$ cat config.mk
export PLATFORM = sky130hd
export DESIGN_NAME = serial_word_receiver_flat
export DESIGN_NICKNAME = d
export VERILOG_FILES = /design/src/rtl/serial_word_receiver_if.sv /design/src/rtl/serial_word_receiver.sv /design/src/flat_wrapper.sv
export SDC_FILE = /design/constraint.sdc
export NUM_CORES = 1
export LEC_CHECK = 0
export CAP_MARGIN = 5
export CORE_MARGIN = 2
export CORE_UTILIZATION = 52
export DETAILED_ROUTE_END_ITERATION = 8
export GPL_TIMING_DRIVEN = 0
export PLACE_DENSITY_LB_ADDON = 0.3
export SYNTH_ARGS = -nofsm -noshare
export SYNTH_HDL_FRONTEND = slang
export SYNTH_SLANG_ARGS = --single-unit
$ cat constraint.sdc
create_clock -name clk -period 2.2 [get_ports clk]
set_input_delay 0.55 -clock clk [delete_from_list [all_inputs] [get_ports clk]]
set_output_delay 0.55 -clock clk [all_outputs]
set_load 0.02 [all_outputs]
$ cat src/rtl/serial_word_receiver_if.sv
// Serial-in / word-out bundle for serial_word_receiver.
// The master modport is the receiver; the slave modport is the serial source and word consumer.
interface serial_word_receiver_if #(
  parameter int WIDTH = 8
);
  logic             ser_valid;
  logic             ser_start;
  logic             ser_bit;
  logic             word_valid;
  logic             word_ready;
  logic [WIDTH-1:0] word_data;
  logic             overrun;
  logic             frame_err;
  logic             err_clr;

  modport master (
    input  ser_valid, ser_start, ser_bit, word_ready, err_clr,
    output word_valid, word_data, overrun, frame_err
  );

  modport slave (
    output ser_valid, ser_start, ser_bit, word_ready, err_clr,
    input  word_valid, word_data, overrun, frame_err
  );
endinterface

$ cat src/rtl/serial_word_receiver.sv
// Assembles framed serial bits into WIDTH-bit words and presents them through a
// one-entry valid/ready holding register; overflow and mid-frame restarts raise sticky flags.
module serial_word_receiver #(
  parameter int WIDTH     = 8,
  parameter int MSB_FIRST = 0
) (
  input logic                    clk,
  input logic                    rst_n,
  serial_word_receiver_if.master bus
);
  localparam int               CNT_W    = $clog2(WIDTH);
  localparam logic [CNT_W-1:0] LAST_IDX = CNT_W'(WIDTH - 1);
  localparam logic [CNT_W-1:0] ONE      = CNT_W'(1);

  typedef enum logic {IDLE, SHIFT} state_t;

  state_t           state, state_n;
  logic [CNT_W-1:0] count, count_n;
  logic [WIDTH-1:0] shreg, shreg_n;
  logic [WIDTH-1:0] assembled;
  logic             complete;
  logic             frame_err_set;
  logic             hold_free;
  logic             load;
  logic             overrun_set;

  logic             word_valid_r;
  logic [WIDTH-1:0] word_data_r;
  logic             overrun_r;
  logic             frame_err_r;

  // Writes bit b at frame position idx, honouring the configured bit ordering.
  function automatic logic [WIDTH-1:0] place_bit(input logic [WIDTH-1:0] base,
                                                 input logic [CNT_W-1:0] idx,
                                                 input logic             b);
    logic [WIDTH-1:0] w;
    logic [CNT_W-1:0] pos;
    w      = base;
    pos    = (MSB_FIRST != 0) ? (LAST_IDX - idx) : idx;
    w[pos] = b;
    return w;
  endfunction

  always_ff @(posedge clk or negedge rst_n) begin
    if (!rst_n) begin
      state <= IDLE;
      count <= '0;
      shreg <= '0;
    end else begin
      state <= state_n;
      count <= count_n;
      shreg <= shreg_n;
    end
  end

  // A start bit always begins a fresh frame, even when it would have been the last bit.
  always_comb begin
    state_n       = state;
    count_n       = count;
    shreg_n       = shreg;
    assembled     = shreg;
    complete      = 1'b0;
    frame_err_set = 1'b0;
    if (bus.ser_valid) begin
      case (state)
        IDLE: begin
          if (bus.ser_start) begin
            shreg_n = place_bit('0, '0, bus.ser_bit);
            count_n = ONE;
            state_n = SHIFT;
          end
        end
        SHIFT: begin
          if (bus.ser_start) begin
            frame_err_set = 1'b1;
            shreg_n       = place_bit('0, '0, bus.ser_bit);
            count_n       = ONE;
          end else begin
            assembled = place_bit(shreg, count, bus.ser_bit);
            if (count == LAST_IDX) begin
              complete = 1'b1;
              state_n  = IDLE;
              count_n  = '0;
              shreg_n  = '0;
            end else begin
              shreg_n = assembled;
              count_n = count + ONE;
            end
          end
        end
        default: state_n = IDLE;
      endcase
    end
  end

  assign hold_free   = !word_valid_r || bus.word_ready;
  assign load        = complete && hold_free;
  assign overrun_set = complete && !hold_free;

  // Holding register refills in the same cycle it drains, so word_valid has no gap.
  always_ff @(posedge clk or negedge rst_n) begin
    if (!rst_n) begin
      word_valid_r <= 1'b0;
      word_data_r  <= '0;
      overrun_r    <= 1'b0;
      frame_err_r  <= 1'b0;
    end else begin
      if (load) begin
        word_valid_r <= 1'b1;
        word_data_r  <= assembled;
      end else if (word_valid_r && bus.word_ready) begin
        word_valid_r <= 1'b0;
      end
      overrun_r   <= overrun_set   || (overrun_r   && !bus.err_clr);
      frame_err_r <= frame_err_set || (frame_err_r && !bus.err_clr);
    end
  end

  assign bus.word_valid = word_valid_r;
  assign bus.word_data  = word_data_r;
  assign bus.overrun    = overrun_r;
  assign bus.frame_err  = frame_err_r;
endmodule

$ cat src/flat_wrapper.sv
// flat-port wrapper written by rule: the top's interface ports become plain ports
module serial_word_receiver_flat 
#(
  parameter int WIDTH     = 8,
  parameter int MSB_FIRST = 0
)
  (clk, rst_n, bus_ser_valid, bus_ser_start, bus_ser_bit, bus_word_ready, bus_err_clr, bus_word_valid, bus_word_data, bus_overrun, bus_frame_err);
  serial_word_receiver_if #(.WIDTH(WIDTH)) bus_i ();
  input logic clk;
  input logic rst_n;
  input wire logic [$bits(bus_i.ser_valid)-1:0] bus_ser_valid;
  input wire logic [$bits(bus_i.ser_start)-1:0] bus_ser_start;
  input wire logic [$bits(bus_i.ser_bit)-1:0] bus_ser_bit;
  input wire logic [$bits(bus_i.word_ready)-1:0] bus_word_ready;
  input wire logic [$bits(bus_i.err_clr)-1:0] bus_err_clr;
  output wire logic [$bits(bus_i.word_valid)-1:0] bus_word_valid;
  output wire logic [$bits(bus_i.word_data)-1:0] bus_word_data;
  output wire logic [$bits(bus_i.overrun)-1:0] bus_overrun;
  output wire logic [$bits(bus_i.frame_err)-1:0] bus_frame_err;
  assign bus_i.ser_valid = bus_ser_valid;
  assign bus_i.ser_start = bus_ser_start;
  assign bus_i.ser_bit = bus_ser_bit;
  assign bus_i.word_ready = bus_word_ready;
  assign bus_i.err_clr = bus_err_clr;
  assign bus_word_valid = bus_i.word_valid;
  assign bus_word_data = bus_i.word_data;
  assign bus_overrun = bus_i.overrun;
  assign bus_frame_err = bus_i.frame_err;
  serial_word_receiver #(.WIDTH(WIDTH), .MSB_FIRST(MSB_FIRST)) u_core (.clk(clk), .rst_n(rst_n), .bus(bus_i));
endmodule
==> results of run 1 <==
==> stage by stage <==
| stage | worst slack, ns | std cells | hold WS [ns] | util [%] |
|---|---|---|---|---|
| detailed placement | 0.194 | 146 | 0.476 | 63.0 |
| finish | 0.339 | 150 | 0.443 | 64.1 |
| CTS | 0.329 | 150 | 0.436 | 64.1 |
| floorplan | 0.653 | 103 | 0.254 | - |
| global placement | 0.246 | 146 | 0.468 | 63.0 |
| global route | 0.281 | 150 | 0.432 | 64.1 |
==> synth_stat cells (2+ instances only) <==
cell      instances  area, µm²
buf_2             2       10.0
a22o_1            2       17.5
buf_6             5       56.3
o21ai_0           3       15.0
a32o_1            2       20.0
o21ai_1           6       30.0
nand2_1           8       30.0
nor3b_1           3       22.5
mux2i_1          10        100
o21a_1            2       15.0
dfrtp_1          23        576
ha_1              2       25.0
o22ai_1           2       12.5
mux2_4            6       90.1
nand3_1           2       10.0
nand3b_1          3       22.5
inv_1             9       33.8
==> state kept, by name, indices dropped and copies added (netlist names) <==
register and count:
u_core.bus.word_valid 1, u_core.bus.overrun 1, u_core.state 1, u_core.bus.word_data 8, u_core.shreg 8, u_core.bus.frame_err 1, u_core.count 3
==> power by group <==
| group | internal (mW) | switching (mW) | total (mW) |
|---|---|---|---|
| clock network | 0.0709 | 0.127 | 0.198 |
| logic | 0.259 | 0.240 | 0.499 |
| registers | 0.509 | 0.0478 | 0.557 |
| total | 0.839 | 0.415 | 1.25 |
==> layout make-up <==
| class | instances | area (µm²) |
|---|---|---|
| Tap cell | 28 | 35.0 |
| Inverter | 9 | 33.8 |
| Sequential cell | 23 | 576 |
| Fill cell | 191 | 793 |
| Timing Repair Buffer | 15 | 150 |
| Buffer | 8 | 70.1 |
| Multi-Input combinational cell | 63 | 528 |
| Clock buffer | 4 | 26.3 |
==> logic make-up (layout without fill, tap and decap cells) <==
family	after synthesis	in the layout	synth area share (%)
simple gates	26	26	15.2
fa+ha+maj	2	2	2.07
buf+inv	17	36	8.60
mux	16	16	15.8
flops	23	23	47.7
compound gates	19	19	10.7
==> path summary, 6_finish.rpt <==
| kind | start | endpoint | slack [ns] | cells past startpoint |
|---|---|---|---|---|
| max | u_core.bus.overrun$_DFF_PN0_ | bus_overrun | 0.34 | 1 |
| min | bus_ser_start | u_core.count[2]$_DFFE_PN0P_ | 0.44 | 2 |
| max reg2reg | u_core.count[0]$_DFFE_PN0P_ | u_core.bus.word_data[0]$_DFFE_PN0P_ | 0.50 | 6 |
| min reg2reg | u_core.shreg[6]$_DFFE_PN0P_ | u_core.shreg[6]$_DFFE_PN0P_ | 0.50 | 2 |
| max in group asynchronous | rst_n | u_core.bus.word_data[5]$_DFFE_PN0P_ | 0.81 | 1 |
| min in group asynchronous | rst_n | u_core.count[0]$_DFFE_PN0P_ | 0.78 | 1 |
==> metal layers <==
| metal | wire length [µm] | track usage, % | vias to the layer above |
|---|---|---|---|
| met2 | 982 | 29.5 | 9 |
| li1 | - | - | 397 |
| met1 | 998 | 24.1 | 382 |
| met3 | 49 | 2.57 | 4 |
| met4 | 34 | 7.69 | 0 |
| met5 | 0 | 0 | - |
==> summary.txt, run 1 <==
Setup path
  – Worst endpoint data arrival time: 1.31 ns
  – Worst endpoint required time: 1.65 ns
  – Critical Path Start Type: flip-flop
  – Critical path peak fanout: 2
  – CP Buf/Inv Count: 1
  – CP peak stage delay: 0.61 ns
  – Worst path top cell family by delay: buffers and inverters
  – Setup CP Type: flip-flop to output pin
  – Crit-path cells: clkdlybuf4s50_1
  – Setup crit end kind: output pin
  – Slowest cell on the critical path: clkdlybuf4s50_1

Hold path
  – Hold WC Path Type: input port to flip-flop

GRT
  – Number of global-route vias before repair: 796
  – GRT Total Usage: 18.1%
  – Initial antenna violation count: 0
  – Pin count of the biggest net entering global routing: 24
  – First-pass GRT wire length: 3.55 mm
  – Grt total ovfl: 0

Floorplanning
  – Die X: 52.2 µm
  – DIE HEIGHT: 52.2 µm
  – FP Rows: 17
  – Initial Util: 54.6%
  – Area of the core: 2210 µm²
  – Die Area: 2720 µm²
  – Num ports: 18

CTS
  – Setup bufs post-CTS: 0
  – Htree depth: 1
  – TritonCTS Buffers: 3
  – Max Root-Sink Buffers: 2
  – Hold Buf Count CTS: 0
  – Worst-path clk slew: 0.12 ns
  – Sink Count: 23
  – Clk root buf: clkbuf_4
  – Post-CTS Resized: 0
  – Worst-Skew Late Latency: 0.31 ns
  – CTS tree: yes

STA
  – # setup viols final: 0
  – Final Max Tran Viols: 0
  – Slew HR: 31.6%
  – Unrepaired setup endpoints after global routing: no
  – Final hold vios: 0
  – Fmax: 537 MHz
  – Worst setup skew after layout: 0.00404 ns
  – Worst slew pin tran: 1.02 ns
  – TNS Setup: 0 ns
  – Final min period: 1.86 ns
  – Period utilization: 84.6%

Placement
  – Global placement routability congestion: 0.792
  – Placed Area: 1390 µm²
  – IO Port Bufs: 15
  – DPL Wire Length: 1.49 mm

Logic synthesis
  – Seq/Total Area, Yosys: 47.7%
  – Distinct cells, synth: 30
  – Post-synth EDFFs: 0
  – Synth warnings: 0
  – Syn Area/Cell: 11.7 µm²
  – Ys async rst share: 100%
  – Synthesized area: 1210 µm²
  – Yosys reg bits: 23
  – Mapped Nets: 112
  – Mapped Cells: 103
  – Ys flop type: dfrtp_1

Routing
  – Routed wire per std cell: 13.8 µm
  – Via density: 5.28
  – Initial DRC Count: 7
  – Final antenna-violating net count: 0
  – Drt first pass iters: 3
  – Residual DRC count: 0
  – Via Count: 792
  – WL final: 2.07 mm

Finish
  – Inserted Diodes: 0
  – Most common cell after layout, fill and taps aside: dfrtp_1
  – Most frequent cells in the layout: 23 x dfrtp_1, 15 x clkdlybuf4s50_1, 10 x mux2i_1
  – Nets: 132
  – Synth-to-Final Area Change: 17.5%
  – Share of cells above drive strength 1: 17.2%
  – Design Area, Final: 1420 µm²

Outcome
  – Outcome: complete, no violations

Pwr
  – Leakage: 0.664 nW
  – PwrDens: 884 nW/µm²
  – Total power: 1.25 mW
  – Peak VDD IR: 0.738 mV

Job
  – # Max-Cap Violations: 0
Note: power is estimated with default switching activity, not from simulation.
==> inputs of run 2 (changes only) <==
==> constraint.sdc (replaced) <==
create_clock -name clk -period 1.93 [get_ports clk]
set_input_delay 0.4825 -clock clk [delete_from_list [all_inputs] [get_ports clk]]
set_output_delay 0.4825 -clock clk [all_outputs]
set_load 0.02 [all_outputs]
==> results of run 2 <==
The final DEF is identical to that of run 1. Status: complete, no violations.
Main changes from that run: setup slack after placement 0.194 ns -> -0.00880 ns; setup slack after layout 0.339 ns -> 0.136 ns; hold slack 0.443 ns -> 0.376 ns; register-to-register setup slack 0.50 ns -> 0.23 ns; total power 1.25 mW -> 1.43 mW; worst IR drop on VDD 0.738 mV -> 0.841 mV
==> variant 1 (settings of run 2) <==
`WIDTH` is set to 8 in 3 places; all go to 4.
--- a/src/rtl/serial_word_receiver_if.sv
+++ b/src/rtl/serial_word_receiver_if.sv
@@ -3,3 +3,3 @@
 interface serial_word_receiver_if #(
-  parameter int WIDTH = 8
+  parameter int WIDTH = 4
 );
--- a/src/rtl/serial_word_receiver.sv
+++ b/src/rtl/serial_word_receiver.sv
@@ -3,3 +3,3 @@
 module serial_word_receiver #(
-  parameter int WIDTH     = 8,
+  parameter int WIDTH     = 4,
   parameter int MSB_FIRST = 0
--- a/src/flat_wrapper.sv
+++ b/src/flat_wrapper.sv
@@ -3,3 +3,3 @@
 #(
-  parameter int WIDTH     = 8,
+  parameter int WIDTH     = 4,
   parameter int MSB_FIRST = 0
Ports: changed (resized bus_word_data); port bits go from 18 to 14. No check against the original RTL was run, so the function may have changed too.
==> variant 1 against run 2 <==
- sequential power fell by 31%
- setup slack improved by 51 ps
- synthesized cell count decreased by 33%
- design area shrank 32%
- maximum frequency grew 3.0%
- wire length down 33%
- total power decreased by 19%
- sequential cell count is 9 lower
- clock skew fell by 1.9 ps
- synthesized area down 35%
- critical path type is now primary input to register
- largest cell class is now multi-input combinational cells
- highest routed layer unchanged
==> variant 1: results (changes against run 2) <==
metric	value	unit	change
p_int	749	uW	-22%
grtUsageTotal	17.9	%	-0.14 points
whs_endpoint	u_core.count[1]$_DFFE_PN0P_		
clkLatencyLatePin	280	ps	-30 ps
r2r-start	u_core.count[0]$_DFFE_PN0P_		
crit_fanout	6		+4
htree_levels	1		unchanged
routabilityCongestion	0.802		+1.2%
placed_cell_area	928	um^2	-33%
synth_area_leaders	dfrtp_1 44%, mux2_2 8.6%, ha_1 7.9%		
port_buffers	12		-3
wire_per_inst	13.7	um	-0.61%
yosysWarnings	0		unchanged
antenna_found_initial	0		unchanged
vias	563		-29%
grt_start_max_net_pins	15		-38%
syn-mean-instance-area	11.4	um^2	-2.5%
fin_nets	98		-26%
grt_pass1_vias	587		-26%
fin_crit_sh	90.3	%	-2.7 points
peakVddDrop	768	uV	-8.7%
r2r_end	u_core.bus.word_data[1]$_DFFE_PN0P_		
dp_cells	97		-34%
cts_buffers	3		unchanged
grt_pass1_wl	2.44	mm	-31%
whs	421	ps	+44.7 ps
num-fill-cells	105		-45%
min_path_type	primary input to register		
yosysSeqAreaShare	44.4	%	-3.2 points
dr.pass1.iters	5		+2
rr_worst_depth	4		-2
drt_iter0_markers	10		+3
dp_slack	-112	ps	-103 ps
async_reset_ff_share	100	%	unchanged
fin_cells	101		-33%
r2r_setup_slack	270	ps	+40 ps
clkTransAtPathRegs	80	ps	-40 ps
drive_gt1_share	21.2	%	+4.0 points
worst_slew_margin_rel	58.5	%	+27 points
skew	2.14	ps	-1.91 ps
cts_setup_buffers	0		unchanged
leakagePower	0.000453	uW	-32%
yosysUniqueCellTypes	25		-17%
crit_arrival	1910	ps	+600 ps
cts-root-buf	clkbuf_4		
clockBufferDepth	2		unchanged
place_hpwl	1.03	mm	-31%
synth_nets	81		-28%
status	completed		
synth_common_cells	14 x dfrtp_1, 8 x nand2_1, 6 x inv_1, 6 x mux2_2		
-- variant 1: worst max path at each step --
stage | startpoint | to | cells after the start
2_1_floorplan | bus_ser_start | u_core.bus.word_data[0]$_DFFE_PN0P_ | 4
3_3_place_gp | bus_ser_valid | u_core.bus.word_data[1]$_DFFE_PN0P_ | 4
3_5_place_dp | bus_ser_valid | u_core.bus.word_data[1]$_DFFE_PN0P_ | 4
4_1_cts | bus_ser_valid | u_core.bus.word_data[1]$_DFFE_PN0P_ | 4
5_1_grt | bus_ser_valid | u_core.bus.word_data[1]$_DFFE_PN0P_ | 4
6_report | bus_ser_valid | u_core.bus.word_data[1]$_DFFE_PN0P_ | 4
-- variant 1: per-layer routing --
layer	share of wire, %	vias up	track usage [%]	routed length [um]
met4	0.87	0	8.48	12
li1	-	281	-	-
met1	46	262	22.4	629
met3	5.6	2	5.11	78
met2	48	18	28.5	661
met5	0	-	0	0
-- variant 1: layout make-up --
class | instances | share of cell area (%)
Sequential cell | 14 | 36.3
Timing Repair Buffer | 12 | 12.5
Buffer | 3 | 2.85
Clock buffer | 4 | 3.76
Tap cell | 16 | 2.08
Multi-Input combinational cell | 46 | 40.2
Inverter | 6 | 2.33
-- variant 1: power by group through the flow --
stage / Sequential, uW / Clock (uW) / Combinational, uW
2_1_floorplan: 485 / 0 / 295
3_3_place_gp: 436 / 0 / 493
3_5_place_dp: 443 / 0 / 507
4_1_cts: 437 / 216 / 509
5_1_grt: 448 / 229 / 562
6_report: 437 / 210 / 507
-- variant 1: logic make-up (layout without fill, tap and decap cells) --
family                   count (synthesis)  in the layout  share of synthesized area, %
buffers and inverters                    9             25                          6.35
multiplexers                             8              8                          12.4
AND/OR/NAND/NOR                         17             17                          14.1
flip-flops                              14             14                          44.4
AO/OA/AOI/OAI                           16             16                          14.8
adder cells (fa/ha/maj)                  5              5                          7.94
-- variant 1: metrics by stage --
step | util (%) | TNS (ps)
finish | 66.4 | 0
global route | 66.4 | 0
CTS | 66.4 | 0
detailed placement | 63.9 | -379
global placement | 63.9 | -429
floorplan | - | 0
==> variant 2 (settings of run 2) <==
Without the edit above. `shreg` no longer has a reset.
--- a/src/rtl/serial_word_receiver.sv
+++ b/src/rtl/serial_word_receiver.sv
@@ -47,3 +47,2 @@
       count <= '0;
-      shreg <= '0;
     end else begin
@@ -51,4 +50,7 @@
       count <= count_n;
-      shreg <= shreg_n;
     end
+  end
+
+  always_ff @(posedge clk) begin
+    shreg <= shreg_n;
   end
Formal check against the unedited RTL: same outputs for any inputs over 10 cycles, from zero or initial values and one cycle with rst_n low; that may be too few to reach the edited logic, so the function may still have changed.
==> variant 2 against run 2 <==
- die area is 8.4% lower
- worst hold slack better by 150 ps
- synthesized cell count is 13% lower
- clock skew is 3.0 ps lower
- sequential power is 2% higher
- cell count is 8.7% lower
- sequential cell count stayed put
- wire length is 13% lower
- synthesized area is 9.1% lower
- global-route usage is 0.70 points lower
- setup slack better by 5.8 ps
- total power is 7.1% lower
- design area is 7.1% lower
- via count is 12% lower
- highest routed layer unchanged
==> variant 2: results (changes against run 2) <==
metric	value	unit	change
wirelength	1.79	mm	-13%
yosysWarnings	0		unchanged
p_int	902	uW	-5.7%
async_reset_ff_share	65.2	%	-35 points
grt_pass1_wl	3.24	mm	-8.9%
synth_ff_type	dfrtp_1		
crit_fanout	2		unchanged
grt_pass1_vias	722		-9.3%
dr.pass1.iters	3		unchanged
drt_iter0_markers	5		-2
grt_start_max_net_pins	16		-33%
cts-resized-gates	0		unchanged
dp_slack	-95.5	ps	-86.7 ps
min_path_type	register to register		
synth_common_cells	15 x dfrtp_1, 15 x mux2i_1, 11 x inv_1, 8 x edfxtp_1, 6 x nor2_1		
worst_pin_slew	682	ps	-341 ps
yosysUniqueCellTypes	25		-17%
leakagePower	0.000618	uW	-6.9%
synth_nets	99		-12%
vias_per_cell	5.11		-3.2%
peakVddDrop	618	uV	-27%
synth_area_leaders	dfrtp_1 34%, edfxtp_1 22%, mux2i_1 14%		
clkLatencyLatePin	320	ps	
num-fill-cells	157		-18%
grtUsageTotal	17.4	%	-0.70 points
place_hpwl	1.26	mm	-15%
r2r-start	u_core.count[0]$_DFFE_PN0P_		
drive_gt1_share	11.8	%	-5.4 points
cp_top_family	buffers and inverters		
fin_nets	120		-9.1%
clockBufferDepth	2		unchanged
status	completed		
routabilityCongestion	0.739		-6.7%
skew	1.06	ps	-2.98 ps
hp-start	u_core.bus.word_data[4]$_DFFE_PN0P_		
cts-root-buf	clkbuf_4		
antenna_found_initial	0		unchanged
placed_cell_area	1290	um^2	-7.3%
synth_edf_count	8		+8
cts_buffers	3		unchanged
startpoint	u_core.bus.word_data[1]$_DFFE_PN0P_		
cts_setup_buffers	0		unchanged
clkTransAtPathRegs	130	ps	
critPathSlowestCell	clkdlybuf4s50_1		
port_buffers	16		+1
htree_levels	1		unchanged
cpPeakStageDelay	610	ps	about the same
antenna_cells	0		unchanged
yosysSeqAreaShare	56.1	%	+8.4 points
==> variant 2: area by class of cell <==
cell class / count / share of cell area (%)
clock buffer: 3 / 1.71
tap: 27 / 2.56
timing repair buffer: 16 / 12.1
sequential: 23 / 46.7
inverter: 11 / 3.13
clock inverter: 1 / 0.380
multi-input combinational: 50 / 30.5
buffer: 6 / 2.94
==> variant 2: path summary, 6_finish.rpt <==
| kind | endpoint | slack [ps] | cells past startpoint |
|---|---|---|---|
| setup / recovery | bus_word_data[1] | 140 | 1 |
| hold / removal | u_core.bus.word_data[4]$_DFFE_PN0P_ | 530 | 2 |
| setup reg to reg | u_core.bus.word_data[6]$_DFFE_PN0P_ | 240 | 6 |
| hold reg to reg | u_core.bus.word_data[4]$_DFFE_PN0P_ | 530 | 2 |
| max in group asynchronous | u_core.bus.word_data[0]$_DFFE_PN0P_ | 940 | 1 |
| min in group asynchronous | u_core.bus.word_data[3]$_DFFE_PN0P_ | 560 | 1 |
==> variant 2: metal layers <==
layer	track usage, %	vias up	wire length [um]
li1	-	346	-
met4	8.33	0	37
met1	23.0	335	880
met2	27.6	14	813
met3	3.03	5	60
met5	0	-	0
==> variant 2: cells by family (layout without fill, tap and decap cells) <==
logic type / after synthesis / in the layout / share of synthesized area, %
flops: 23 / 23 / 56.1
simple gates: 23 / 23 / 13.1
mux: 17 / 17 / 16.4
buf+inv: 17 / 37 / 7.30
compound gates: 8 / 8 / 4.79
fa+ha+maj: 2 / 2 / 2.28
==> variant 2: power groups by stage <==
stage | combinational, uW | sequential (uW) | clock, uW
after global routing | 497 | 662 | 245
after global placement | 445 | 655 | 0
final | 448 | 650 | 231
after CTS | 453 | 651 | 237
after floorplan | 194 | 734 | 0
after detailed placement | 450 | 662 | 0
==> variant 2: metrics by stage <==
stage / hold slack, ps / utilization (%) / instances
global route: 556 / 66.5 / 137
finish: 529 / 66.5 / 137
detailed placement: 506 / 65.2 / 133
global placement: 495 / 65.2 / 133
floorplan: 187 / - / 90
CTS: 535 / 66.5 / 137
